$ cat src/rtl/myfunc_pkg.sv
// Shared definitions for the myfunc exhaustive sweeper.
//   VEC_W         - width of the {a,b,c,d} stimulus vector
//   MYFUNC_GOLDEN - expected myfunc output, bit i for vector i
//   sweep_state_t - sweeper FSM states
package myfunc_pkg;

    localparam int unsigned VEC_W         = 4;
    localparam logic [15:0] MYFUNC_GOLDEN = 16'hFF50;

    typedef enum logic [1:0] {
        IDLE,
        APPLY,
        SAMPLE,
        DONE
    } sweep_state_t;

endpackage

$ cat src/rtl/myfunc_sweeper_if.sv
// Handshake and cell-facing signals of the myfunc sweeper.
//   master : environment side (drives start, returns the cell output dut_o)
//   slave  : sweeper side (drives vec_out and the result/status signals)
// Optional: MYFUNC_SWEEP_MAP_EN adds the 16-bit per-vector fail_map.
interface myfunc_sweeper_if;

    logic                          start;
    logic                          dut_o;
    logic [myfunc_pkg::VEC_W-1:0]  vec_out;
    logic                          busy;
    logic                          done;
    logic                          pass;
    logic [4:0]                    err_cnt;
    logic [myfunc_pkg::VEC_W-1:0]  first_fail;
    logic                          first_fail_vld;
`ifdef MYFUNC_SWEEP_MAP_EN
    logic [15:0]                   fail_map;

    modport master (
        output start, dut_o,
        input  vec_out, busy, done, pass, err_cnt, first_fail, first_fail_vld, fail_map
    );
    modport slave (
        input  start, dut_o,
        output vec_out, busy, done, pass, err_cnt, first_fail, first_fail_vld, fail_map
    );
`else
    modport master (
        output start, dut_o,
        input  vec_out, busy, done, pass, err_cnt, first_fail, first_fail_vld
    );
    modport slave (
        input  start, dut_o,
        output vec_out, busy, done, pass, err_cnt, first_fail, first_fail_vld
    );
`endif

endinterface

$ cat src/rtl/settle_timer.sv
// Loadable down-counter timing how long each vector is held before sampling.
//   clk, rst_n - clock, asynchronous active-low reset
//   load_i     - load SETTLE-1 (asserted on entry to APPLY)
//   expired_o  - count has reached zero
module settle_timer #(
    parameter int unsigned SETTLE = 2
) (
    input  logic clk,
    input  logic rst_n,
    input  logic load_i,
    output logic expired_o
);

    localparam logic [3:0] LoadVal = 4'(SETTLE - 1);

    logic [3:0] count_q, count_d;

    always_comb begin
        count_d = count_q;
        if (load_i) begin
            count_d = LoadVal;
        end else if (count_q != 4'd0) begin
            count_d = count_q - 4'd1;
        end
    end

    always_ff @(posedge clk or negedge rst_n) begin
        if (!rst_n) begin
            count_q <= 4'd0;
        end else begin
            count_q <= count_d;
        end
    end

    assign expired_o = (count_q == 4'd0);

endmodule

$ cat src/rtl/myfunc_sweeper.sv
// Exhaustive driver/checker for the 4-input myfunc cell: applies all 16 vectors,
// holds each SETTLE cycles, samples the cell output and compares with GOLDEN.
//   clk, rst_n - clock, asynchronous active-low reset
//   sw_io      - myfunc_sweeper_if.slave: start/dut_o in; vec_out, busy, done,
//                pass, err_cnt, first_fail, first_fail_vld out
// Optional: MYFUNC_SWEEP_MAP_EN adds fail_map (bit i set when vector i failed).
module myfunc_sweeper
    import myfunc_pkg::*;
#(
    parameter int unsigned SETTLE = 2,
    parameter logic [15:0] GOLDEN = MYFUNC_GOLDEN
) (
    input  logic             clk,
    input  logic             rst_n,
    myfunc_sweeper_if.slave  sw_io
);

    sweep_state_t     state_q, state_d;
    logic [VEC_W-1:0] vec_q, vec_d;
    logic [4:0]       err_q, err_d;
    logic [VEC_W-1:0] ff_q, ff_d;
    logic             ffv_q, ffv_d;
    logic             pass_q, pass_d;
    logic             load;
    logic             expired;
    logic             mismatch;
`ifdef MYFUNC_SWEEP_MAP_EN
    logic [15:0]      map_q, map_d;
`endif

    settle_timer #(
        .SETTLE (SETTLE)
    ) u_settle_timer (
        .clk       (clk),
        .rst_n     (rst_n),
        .load_i    (load),
        .expired_o (expired)
    );

    // Case inequality so an X/Z from the cell is reported as a failure.
    assign mismatch = (sw_io.dut_o !== GOLDEN[vec_q]);

    always_comb begin
        state_d = state_q;
        vec_d   = vec_q;
        err_d   = err_q;
        ff_d    = ff_q;
        ffv_d   = ffv_q;
        pass_d  = pass_q;
        load    = 1'b0;
`ifdef MYFUNC_SWEEP_MAP_EN
        map_d   = map_q;
`endif
        unique case (state_q)
            IDLE: begin
                vec_d = '0;
                if (sw_io.start) begin
                    state_d = APPLY;
                    load    = 1'b1;
                    err_d   = 5'd0;
                    ff_d    = '0;
                    ffv_d   = 1'b0;
                    pass_d  = 1'b0;
`ifdef MYFUNC_SWEEP_MAP_EN
                    map_d   = 16'h0000;
`endif
                end
            end
            APPLY: begin
                if (expired) begin
                    state_d = SAMPLE;
                end
            end
            SAMPLE: begin
                if (mismatch) begin
                    err_d = err_q + 5'd1;
                    if (!ffv_q) begin
                        ff_d  = vec_q;
                        ffv_d = 1'b1;
                    end
`ifdef MYFUNC_SWEEP_MAP_EN
                    map_d[vec_q] = 1'b1;
`endif
                end
                if (vec_q == 4'hF) begin
                    state_d = DONE;
                    // Uses err_d so the last vector's result is included.
                    pass_d  = (err_d == 5'd0);
                end else begin
                    state_d = APPLY;
                    vec_d   = vec_q + 4'd1;
                    load    = 1'b1;
                end
            end
            DONE: begin
                state_d = IDLE;
                vec_d   = '0;
            end
            default: begin
                state_d = IDLE;
            end
        endcase
    end

    always_ff @(posedge clk or negedge rst_n) begin
        if (!rst_n) begin
            state_q <= IDLE;
            vec_q   <= '0;
            err_q   <= 5'd0;
            ff_q    <= '0;
            ffv_q   <= 1'b0;
            pass_q  <= 1'b0;
`ifdef MYFUNC_SWEEP_MAP_EN
            map_q   <= 16'h0000;
`endif
        end else begin
            state_q <= state_d;
            vec_q   <= vec_d;
            err_q   <= err_d;
            ff_q    <= ff_d;
            ffv_q   <= ffv_d;
            pass_q  <= pass_d;
`ifdef MYFUNC_SWEEP_MAP_EN
            map_q   <= map_d;
`endif
        end
    end

    assign sw_io.vec_out        = vec_q;
    assign sw_io.busy           = (state_q == APPLY) || (state_q == SAMPLE);
    assign sw_io.done           = (state_q == DONE);
    assign sw_io.pass           = pass_q;
    assign sw_io.err_cnt        = err_q;
    assign sw_io.first_fail     = ff_q;
    assign sw_io.first_fail_vld = ffv_q;
`ifdef MYFUNC_SWEEP_MAP_EN
    assign sw_io.fail_map       = map_q;
`endif

endmodule

$ cat src/flat_wrapper.sv
// flat-port wrapper written by rule: the top's interface ports become plain ports
module myfunc_sweeper_flat import myfunc_pkg::*;
#(
    parameter int unsigned SETTLE = 2,
    parameter logic [15:0] GOLDEN = MYFUNC_GOLDEN
)
  (clk, rst_n, sw_io_start, sw_io_dut_o, sw_io_vec_out, sw_io_busy, sw_io_done, sw_io_pass, sw_io_err_cnt, sw_io_first_fail, sw_io_first_fail_vld);
  myfunc_sweeper_if sw_io_i ();
  input  logic clk;
  input  logic rst_n;
  input wire logic [$bits(sw_io_i.start)-1:0] sw_io_start;
  input wire logic [$bits(sw_io_i.dut_o)-1:0] sw_io_dut_o;
  output wire logic [$bits(sw_io_i.vec_out)-1:0] sw_io_vec_out;
  output wire logic [$bits(sw_io_i.busy)-1:0] sw_io_busy;
  output wire logic [$bits(sw_io_i.done)-1:0] sw_io_done;
  output wire logic [$bits(sw_io_i.pass)-1:0] sw_io_pass;
  output wire logic [$bits(sw_io_i.err_cnt)-1:0] sw_io_err_cnt;
  output wire logic [$bits(sw_io_i.first_fail)-1:0] sw_io_first_fail;
  output wire logic [$bits(sw_io_i.first_fail_vld)-1:0] sw_io_first_fail_vld;
  assign sw_io_i.start = sw_io_start;
  assign sw_io_i.dut_o = sw_io_dut_o;
  assign sw_io_vec_out = sw_io_i.vec_out;
  assign sw_io_busy = sw_io_i.busy;
  assign sw_io_done = sw_io_i.done;
  assign sw_io_pass = sw_io_i.pass;
  assign sw_io_err_cnt = sw_io_i.err_cnt;
  assign sw_io_first_fail = sw_io_i.first_fail;
  assign sw_io_first_fail_vld = sw_io_i.first_fail_vld;
  myfunc_sweeper #(.SETTLE(SETTLE), .GOLDEN(GOLDEN)) u_core (.clk(clk), .rst_n(rst_n), .sw_io(sw_io_i));
endmodule
$ cat config.mk
export PLATFORM = sky130hd
export DESIGN_NAME = myfunc_sweeper_flat
export DESIGN_NICKNAME = d
export VERILOG_FILES = /design/src/rtl/myfunc_pkg.sv /design/src/rtl/myfunc_sweeper_if.sv /design/src/rtl/settle_timer.sv /design/src/rtl/myfunc_sweeper.sv /design/src/flat_wrapper.sv
export SDC_FILE = /design/constraint.sdc
export NUM_CORES = 1
export LEC_CHECK = 0
export ABC_CLOCK_PERIOD_IN_PS = 4250
export CORE_MARGIN = 3
export CORE_UTILIZATION = 40
export DETAILED_ROUTE_END_ITERATION = 8
export HOLD_SLACK_MARGIN = 0.06
export PLACE_DENSITY = 0.74
export SLEW_MARGIN = 0
export SYNTH_ARGS = -nofsm -noshare
export SYNTH_HDL_FRONTEND = slang
export SYNTH_SLANG_ARGS = --single-unit
$ cat constraint.sdc
create_clock -name clk -period 4.25 [get_ports clk]
set_clock_uncertainty 0.2 [all_clocks]
set_input_delay 1.275 -clock clk [delete_from_list [all_inputs] [get_ports clk]]
set_output_delay 1.275 -clock clk [all_outputs]
set_load 0.01 [all_outputs]
# --- Yosys cells after proc, flatten, opt, wreduce, memory -nomap -nowiden ---
# Memories as Yosys holds them, arrays and structs flattened.
# Index checks and enable logic that the tools add are counted.
classes:
  addsub: 3
  n_lt_le_gt_ge: 1
  n_eq_ne: 11
  n_mux: 25
  reduce_logical: 15
op_table:
  columns: ["cell", "n"]
  rows:
  - ["$mux 4", 6]
  - ["$pmux 4 s2", 2]
  - ["$mux 5", 3]
  - ["$pmux 5 s2", 1]
  - ["$pmux 2 s4", 1]
  - ["$mux 1", 6]
  - ["$mux 2", 3]
  - ["$ne 2x1->1 const B", 3]
  - ["$ne 2x2->1 const B", 3]
  - ["$pmux 1 s2", 3]
  - ["$reduce_and 2->1", 3]
  - ["$reduce_and 3->1", 2]
  - ["$reduce_bool 2->1", 3]
  - ["$add 5x1->5 const B", 1]
  - ["$logic_not 5->1", 1]
  - ["$lt 4x5->1 const B", 1]
  - ["$add 4x1->4 const B", 1]
  - ["$eq 2x2->1 const B", 2]
  - ["$eq 4x4->1 const B", 1]
  - ["$logic_not 4->1", 1]
  - ["$reduce_and 4->1", 1]
  - ["$reduce_bool 4->1", 1]
  - ["$sub 4x1->4 const B", 1]
  - ["$eq 2x1->1 const B", 1]
  - ["other kinds (4)", 4]
word_totals:
  reg_bits: 21
  mem_bits_ro: 16
  in_bits: 4
  output_inout_bits: 17
  wordCells: 63
  mem_count: 1
memory_table:
  columns: ["memory", "depth", "word_bits", "rd", "rd_clocked_by_memory_dff", "write_ports", "line", "rtl"]
  rows:
  - ["(no name shown)", 16, 1, 1, 0, 0, "myfunc_sweeper.sv:41", "assign mismatch = (sw_io.dut_o !== GOLDEN[vec_q]);"]

# --- Logic depth before layout (Yosys ltp) ---
# Gate-level depths: netlist (run 1).
logic_depth:
  depth_word: 8
  ltp_mapped: 7
  depth_no_buf: 7

# --- Hierarchy ---
# From an unflattened synthesis (run 1), not the netlist that was laid out.
unflattened:
  cells_unflattened: 158
  area_unflattened_um2: 1453.9
modules_own_cells:
  columns: ["mod", "n_inst", "cells_per_inst", "area_each_um2", "seq_area_each_um2"]
  rows:
  - ["myfunc_sweeper", 1, 136, 1223.7, 425.4]
  - ["settle_timer", 1, 22, 230.2, 100.1]

# --- Worst setup path before layout (run 1) ---
# OpenSTA, ideal clock, no wires.
synth_path:
  path_kind: "in2reg"
  startpoint: "input port sw_io_dut_o"
  endpoint: "register u_core.err_q[1] (netlist: u_core.sw_io.err_cnt[1])"
  setup_ns: 0.124
  arrival_ns: 2.164
  setup_slack_ns: 1.762
  stages: 5
  n_path_buf: 1
  path_cell_list: "or3_1 buf_6 nand4_1 a21oi_1 a211o_1"
synth_between:
  elab_chain_len: 4
synth_rtl:
  columns: ["element", "line", "rtl"]
  rows:
  - ["start: declaration", "flat_wrapper.sv:12", "input wire logic [$bits(sw_io_i.dut_o)-1:0] sw_io_dut_o;"]
  - ["$nex 1x1->1", "myfunc_sweeper.sv:41", null]
  - ["$mux 5", "myfunc_sweeper.sv:75", "if (mismatch) begin"]
  - ["$mux 5", "myfunc_sweeper.sv:54", "unique case (state_q)"]
  - ["$pmux 5 s2", "myfunc_sweeper.sv:54", null]
  - ["end signal: assignment", "myfunc_sweeper.sv:119", "err_q <= err_d;"]
  - ["end: declaration", "myfunc_sweeper.sv:20", "logic [4:0] err_q, err_d;"]
# Every way passes these cells. The select of a mux whose other input is x is not followed.
# A chain may end at the register's enable or synchronous reset.

# --- Final worst setup path (run 1) ---
layout_path:
  startpoint: "register u_core.state_q[1]"
  endpoint: "output port sw_io_busy"
layout_between:
  elab_chain_len: 2
layout_rtl:
  columns: ["element", "line", "rtl"]
  rows:
  - ["start: declaration", "myfunc_sweeper.sv:18", "sweep_state_t state_q, state_d;"]
  - ["start signal: assignment", "myfunc_sweeper.sv:117", "state_q <= state_d;"]
  - ["$eq 2x1->1 or $eq 2x2->1 (tied branches)", "myfunc_sweeper.sv:130", "assign sw_io.busy = (state_q == APPLY) || (state_q == SAMPLE);"]
  - ["$logic_or 1x1->1 (*)", "myfunc_sweeper.sv:130", null]
  - ["end: declaration", "flat_wrapper.sv:14", "output wire logic [$bits(sw_io_i.busy)-1:0] sw_io_busy;"]
# Every way passes the cells marked *; elsewhere a longest branch is shown, timed or not.

==> results of run 1 <==
worst min path at each step:
stage                     slack, ns  cells after the start                        from                    endpoint
final                          0.34                      2  u_core.sw_io.first_fail[0]  u_core.sw_io.first_fail[0]
after global routing           0.38                      2  u_core.sw_io.first_fail[0]  u_core.sw_io.first_fail[0]
after CTS                      0.34                      2  u_core.sw_io.first_fail[0]  u_core.sw_io.first_fail[0]
after detailed placement       0.31                      2  u_core.sw_io.first_fail[0]  u_core.sw_io.first_fail[0]
after global placement         0.31                      2  u_core.sw_io.first_fail[3]  u_core.sw_io.first_fail[3]
after floorplan                0.30                      1           u_core.state_q[1]           u_core.state_q[1]
worst min-delay path, cell delays in order, from the launching register on:
cell and delay [ns]:
dfrtp_1 0.39, nand2_1 0.06, o21ai_1 0.06
registers in the layout (all words and copies together) (netlist names):
register / flops
u_core.u_settle_timer.count_q: 4
u_core.sw_io.pass: 1
u_core.sw_io.first_fail: 4
u_core.sw_io.err_cnt: 5
u_core.sw_io.vec_out: 4
u_core.sw_io.first_fail_vld: 1
u_core.state_q: 2
layout by cell type (no fill, tap or decap), drive strengths merged, types with 2 or more instances in the layout:
cell           count
a22o               4
clkbuf             4
a21oi              9
nand4              4
nor2               9
o21ai             17
or3                2
a22oi              4
ha                 8
mux2i              5
inv                8
xnor2              4
a211o              2
nand2             16
nor2b              2
nor3               2
nand3              7
nand2b             2
clkdlybuf4s50     20
and2               2
dfrtp             21
per-stage QoR:
step	cell area (um^2)	worst slack [ns]	utilization [%]
floorplan	1300	1.76	-
global placement	1530	1.18	49.7
detailed placement	1530	1.13	49.7
CTS	1560	0.954	50.6
global route	1560	0.854	50.6
finish	1560	0.971	50.6
cell families (layout without fill, tap and decap cells):
kind of cell,after synthesis,in the layout,share of synthesized area (%)
AND/OR/NAND/NOR,51,51,21.8
adder cells (fa/ha/maj),8,8,7.69
buffers and inverters,13,32,4.42
multiplexers,5,5,3.84
flip-flops,21,21,40.3
XOR/XNOR,4,4,2.69
AO/OA/AOI/OAI,40,40,19.2
per-layer routing:
metal	GRT usage, %	up-vias	share of wire [%]
li1	-	545	-
met1	19.5	560	46
met2	27.1	21	50
met3	3.21	2	3.6
met4	6.06	0	0.45
met5	0	-	0
layout make-up:
cell class / instances / area (um^2) / area share [%]
clock buffers: 4 / 26.3 / 1.69
inverters: 8 / 30.0 / 1.93
multi-input cells: 108 / 719 / 46.2
flip-flops and latches: 21 / 526 / 33.8
well taps: 44 / 55.1 / 3.54
repair buffers: 20 / 200 / 12.9
power by group through the flow:
stage	Combinational, uW	Clock (uW)	Sequential, uW
after floorplan	273	0	308
after global placement	404	0	308
after detailed placement	418	0	310
after CTS	421	99.5	307
after global routing	473	109	318
final	418	96.4	308
==> results by group, run 1 <==
STA
  – RSZ-0062 raised after global routing: no
  – Crit path time final: about 3.3 ns
  – Final hold slack: around 0.34 ns
  – F_max: 305 MHz
  – Final Cycle Share: just under 80%
  – Slew @ Worst Pin: roughly 0.95 ns
  – Final Max Slew Viols: 0
  – Final setup viols: 0
  – Worst slew margin: between 30 and 40%
  – TNS Setup: 0 ns
  – Final Hold Fails: 0

Worst setup path
  – Max FO, Critical Path: 6
  – Worst setup path class: reg -> out
  – Flop2flop setup slack: about 2.0 ns
  – Critical path capture point: sw_io_busy
  – Reg2reg start: u_core.state_q[0]
  – Critical path's largest stage delay: ~0.57 ns
  – Cell type group with the largest total delay on the critical path: buffers and inverters
  – Buf/Inv on CP: 2
  – CP Depth: 3
  – Crit-path cells: inv_1 -> ha_1 -> clkdlybuf4s50_1
  – Worst Reg-to-Reg Cells: 7
  – Crit. End Element: output pin
  – Worst EP required: 2.77 ns
  – RR Endpoint: u_core.sw_io.pass
  – Worst EP arrival: ~1.8 ns
  – Startpoint types: flip-flop
  – Crit path from: u_core.state_q[1]
  – Critical Path Slowest Stage Cell: clkdlybuf4s50_1

Cells and area
  – Area delta synth->final: 19.5%
  – # diodes: 0
  – Non-Filler Instances: around 210
  – Fill count: approximately 300
  – Nets: around 170
  – Layout cell share with drive strength beyond 1: under 10%

Power and ir drop
  – Pwr Total: 822 uW
  – Worst VDD drop: 0.295 mV
  – PwrDens: 528 nW/um^2
  – Sequential share of power: 37.4%
  – Pleak: approximately 0.00067 uW
  – Logic pwr share: about half
  – Sw Share: between 40% and 50%
  – Int Power: between 400 and 500 uW
  – Clock power share: a little under an eighth
  – Net Sw Power: about 360 uW

Yosys
  – Most common cell in the netlist: dfrtp_1
  – Unique masters post-synth: 36
  – Yosys reg bits: 21
  – Area contributors post-synth: dfrtp_1 40%, ha_1 7.7%, nand2_1 4.6%
  – Ys Warns: 0
  – Post-Synthesis Cell Area: ~1300 um^2
  – Post-synth EDFFs: 0
  – FFs w/ async S/R, synth: 100%
  – Cell count after synthesis: roughly 140
  – Cell taking the most area after synthesis: dfrtp_1
  – Commonest cells in the netlist: 21 x dfrtp_1, 16 x nand2_1, 9 x a21oi_1, 9 x nor2_1
  – Register area share after synthesis: 40.3%
  – Post-synth top area share: 40.3%
  – Syn Area/Cell: 9.17 um^2
  – Synth Flop Type: dfrtp_1
  – Mapped Nets: 154

Global routing
  – Pin count of the biggest net entering global routing: 22
  – Grt ovf: 0
  – Gr usage total: approximately 16%
  – Initial antenna violation count: 0
  – First-pass GRT wire length: 5.15 mm
  – Vias in the first global route: roughly 1200

Clock network
  – # H-tree levels: 1
  – # resized after CTS: 0
  – Clock latency at the later pin of the worst-skew pair: around 0.3 ns
  – # Post-CTS Setup Buffers: 0
  – Clock transition at path regs: approximately 0.12 ns
  – Clock root cell: clkbuf_4
  – Clk sinks: 21
  – CTS tree: done
  – Clock Path Buffers: 2
  – Total clock buffers created by CTS: 3
  – Hold_buf cts: 0

Route
  – DR WL/cell: roughly 14 um
  – Post-route ant nets: 0
  – Pre-antenna DRT Iters: 4
  – Via Count: approximately 1100
  – Via-to-Cell Ratio: between 5 and 6
  – First DRT Iteration DRCs: 50
  – Final wirelength: between 2 and 3 mm
  – DRC viols: 0

Floorplan
  – Die Y: about 63 um
  – Ports: 21
  – Die Footprint: 3980 um^2
  – Core ar.: around 3000 um^2
  – Die width: 63.1 um
  – Row count: 20
  – Starting Density: around 42%

Flow run
  – Maxcap violations: 0

Status
  – Status: completed

Placed design
  – Detailed placer's ending HPWL: approximately 2.2 mm
  – Placed cell count: roughly 200
  – Port-buffer cells: 20
  – RD Place Congestion: roughly 0.84

Worst hold path
  – HP Class: reg -> reg
Power figures use the tool's default switching activity.
==> run 2, diff against run 1 <==
Settings changed: ABC_CLOCK_PERIOD_IN_PS 4250 to 3250.
Clock period 4.25 ns to 3.25 ns, I/O delays scaled along.
==> run 2 against run 1 <==
Against the previous run:
- via count down 4.2%
- global-route usage decreased by 0.73 points
- cell count up 0.98%
- power up 34%
- final area increased by 1.0%
- worst hold slack worse by 0.0082 ns
- setup slack got worse by 0.73 ns
- critical endpoint unchanged
- largest cell class unchanged
==> results by group, run 2 (synthesized netlist as in run 1, its figures left out) <==
Route
  – Pre-antenna DRT Iters: 4 (unchanged)
  – Post-route ant nets: 0 (unchanged)
  – Final wirelength: 2.82 mm (-3.2%)
  – Via Count: 1081 (-4.2%)
  – First DRT Iteration DRCs: 35 (-30%)
  – DR WL/cell: 13.6 um (-4.1%)
  – Via-to-Cell Ratio: 5.22 (-5.1%)
  – DRC viols: 0 (unchanged)

Worst setup path
  – Critical path's largest stage delay: 0.57 ns (about the same)
  – Crit-path cells: inv_1 -> ha_1 -> clkdlybuf4s50_1
  – Critical Path Slowest Stage Cell: clkdlybuf4s50_1
  – Cell type group with the largest total delay on the critical path: buffers and inverters
  – CP Depth: 3 (unchanged)
  – Crit path from: u_core.state_q[1]
  – Worst setup path class: reg -> out
  – Critical path capture point: sw_io_busy
  – Startpoint types: flip-flop
  – Buf/Inv on CP: 2 (unchanged)
  – Flop2flop setup slack: 0.93 ns (-1.04 ns)
  – Worst Reg-to-Reg Cells: 7 (unchanged)
  – Worst EP required: 2.07 ns (-0.70 ns)
  – Crit. End Element: output pin
  – Reg2reg start: u_core.state_q[0]
  – RR Endpoint: u_core.sw_io.pass
  – Max FO, Critical Path: 6 (unchanged)
  – Worst EP arrival: 1.83 ns (+0.03 ns)

Floorplan
  – Die width: 63.1 um (unchanged)
  – Die Footprint: 3980 um^2 (unchanged)
  – Starting Density: 42.3% (unchanged)
  – Row count: 20 (unchanged)
  – Ports: 21 (unchanged)
  – Die Y: 63.1 um (unchanged)
  – Core ar.: 3080 um^2 (unchanged)

Clock network
  – Total clock buffers created by CTS: 3 (unchanged)
  – Clock transition at path regs: 0.13 ns (about the same)
  – # Post-CTS Setup Buffers: 0 (unchanged)
  – Hold_buf cts: 0 (unchanged)
  – Clock Path Buffers: 2 (unchanged)
  – Clk sinks: 21 (unchanged)
  – # H-tree levels: 1 (unchanged)
  – Clock root cell: clkbuf_4
  – # resized after CTS: 0 (unchanged)
  – Clock latency at the later pin of the worst-skew pair: 0.31 ns (about the same)
  – CTS tree: done

Power and ir drop
  – Pleak: 0.000686 uW (+1.8%)
  – PwrDens: 702 nW/um^2 (+33%)
  – Worst VDD drop: 0.290 mV (-1.6%)

Global routing
  – First-pass GRT wire length: 4.89 mm (-5.1%)
  – Initial antenna violation count: 0 (unchanged)
  – Grt ovf: 0 (unchanged)
  – Gr usage total: 15.1% (-0.73 points)
  – Pin count of the biggest net entering global routing: 22 (unchanged)
  – Vias in the first global route: 1103 (-6.9%)

Cells and area
  – Most frequent cells in the layout: 21 x dfrtp_1, 20 x clkdlybuf4s50_1, 16 x nand2_1
  – Area delta synth->final: 20.7%
  – Fill count: 306 (+1.3%)
  – Layout cell share with drive strength beyond 1: 7.36% (+1.8 points)
  – Commonest non-fill, non-tap cell in the layout: dfrtp_1
  – Nets: 176 (+1.1%)
  – Max reg flops: 5 (unchanged)
  – # diodes: 0 (unchanged)

STA
  – RSZ-0062 raised after global routing: no
  – TNS Setup: 0 ns (unchanged)
  – Worst slew margin: 56.2% (+20 points)
  – Final setup viols: 0 (unchanged)
  – Slew @ Worst Pin: 0.656 ns (-0.293 ns)
  – F_max: ~330 MHz
  – Final Hold Fails: 0 (unchanged)
  – Final Max Slew Viols: 0 (unchanged)
  – Final Cycle Share: between 90 and 100%
  – Crit path time final: 3.00 ns
  – Setup WS post-layout: 0.246 ns (-0.725 ns)

Placed design
  – RD Place Congestion: 0.886 (+5.6%)
  – Dpl ws: 0.454 ns (-0.673 ns)
  – Port-buffer cells: 20 (unchanged)
  – Detailed placer's ending HPWL: 2.10 mm (-2.5%)

Flow run
  – Maxcap violations: 0 (unchanged)

Worst hold path
  – HP Class: reg -> reg

Status
  – Status: completed
==> run 2: cell count changes in the layout (fill, tap and decap cells not counted), sizes merged <==
cell and delta:
buf +2, clkbuf -1, clkinv +1
==> run 2: per-layer routing <==
layer	up-vias	part of all wire (%)	track usage (%)
met2	19	49	26.2
met5	-	0	0
met4	0	0.50	2.75
li1	546	-	-
met1	512	47	19.4
met3	4	2.9	3.39
==> run 2: per-stage QoR <==
step / hold slack, ns / total power, uW / utilization, % / cell area [um^2] / std cells
floorplan: 0.300 / 760 / - / 1300 / 142
global placement: 0.293 / 946 / 50.2 / 1550 / 203
detailed placement: 0.305 / 977 / 50.2 / 1550 / 203
CTS: 0.334 / 1110 / 51.1 / 1570 / 207
global route: 0.380 / 1190 / 51.1 / 1570 / 207
finish: 0.332 / 1100 / 51.1 / 1570 / 207
==> run 2: layout make-up <==
class,instances,area (um^2),share of cell area [%]
inverters,8,30.0,1.91
flip-flops and latches,21,526,33.4
clock inverters,1,5.00,0.318
well taps,44,55.1,3.50
clock buffers,3,22.5,1.43
multi-input cells,108,719,45.7
repair buffers,22,215,13.7
==> run 2: worst min path at each step <==
stage,cells past startpoint,endpoint,start
after global placement,2,u_core.sw_io.first_fail[2],u_core.sw_io.first_fail[2]
after global routing,2,u_core.sw_io.first_fail[1],u_core.sw_io.first_fail[1]
after CTS,2,u_core.sw_io.first_fail[1],u_core.sw_io.first_fail[1]
after detailed placement,2,u_core.sw_io.first_fail[1],u_core.sw_io.first_fail[1]
final,2,u_core.sw_io.first_fail[1],u_core.sw_io.first_fail[1]
after floorplan,1,u_core.state_q[1],u_core.state_q[1]
==> run 2: tightest hold or removal path: stages, from the launching register on <==
cell and delay [ns]:
dfrtp_1 0.39, nand2_1 0.05, o21ai_1 0.06
==> run 2: report_power, final <==
group | total, uW | internal, uW | switching (uW) | leakage [uW]
logic | 571 | 251 | 320 | 0.000387
clock network | 131 | 46.0 | 85.4 | 0.0000177
registers | 401 | 324 | 76.8 | 0.000281
==> run 3, diff against run 2 <==
Settings changed: SLEW_MARGIN 0 to 40.
==> results of run 3 <==
The final DEF is identical to that of run 2; final timing and power are the same.
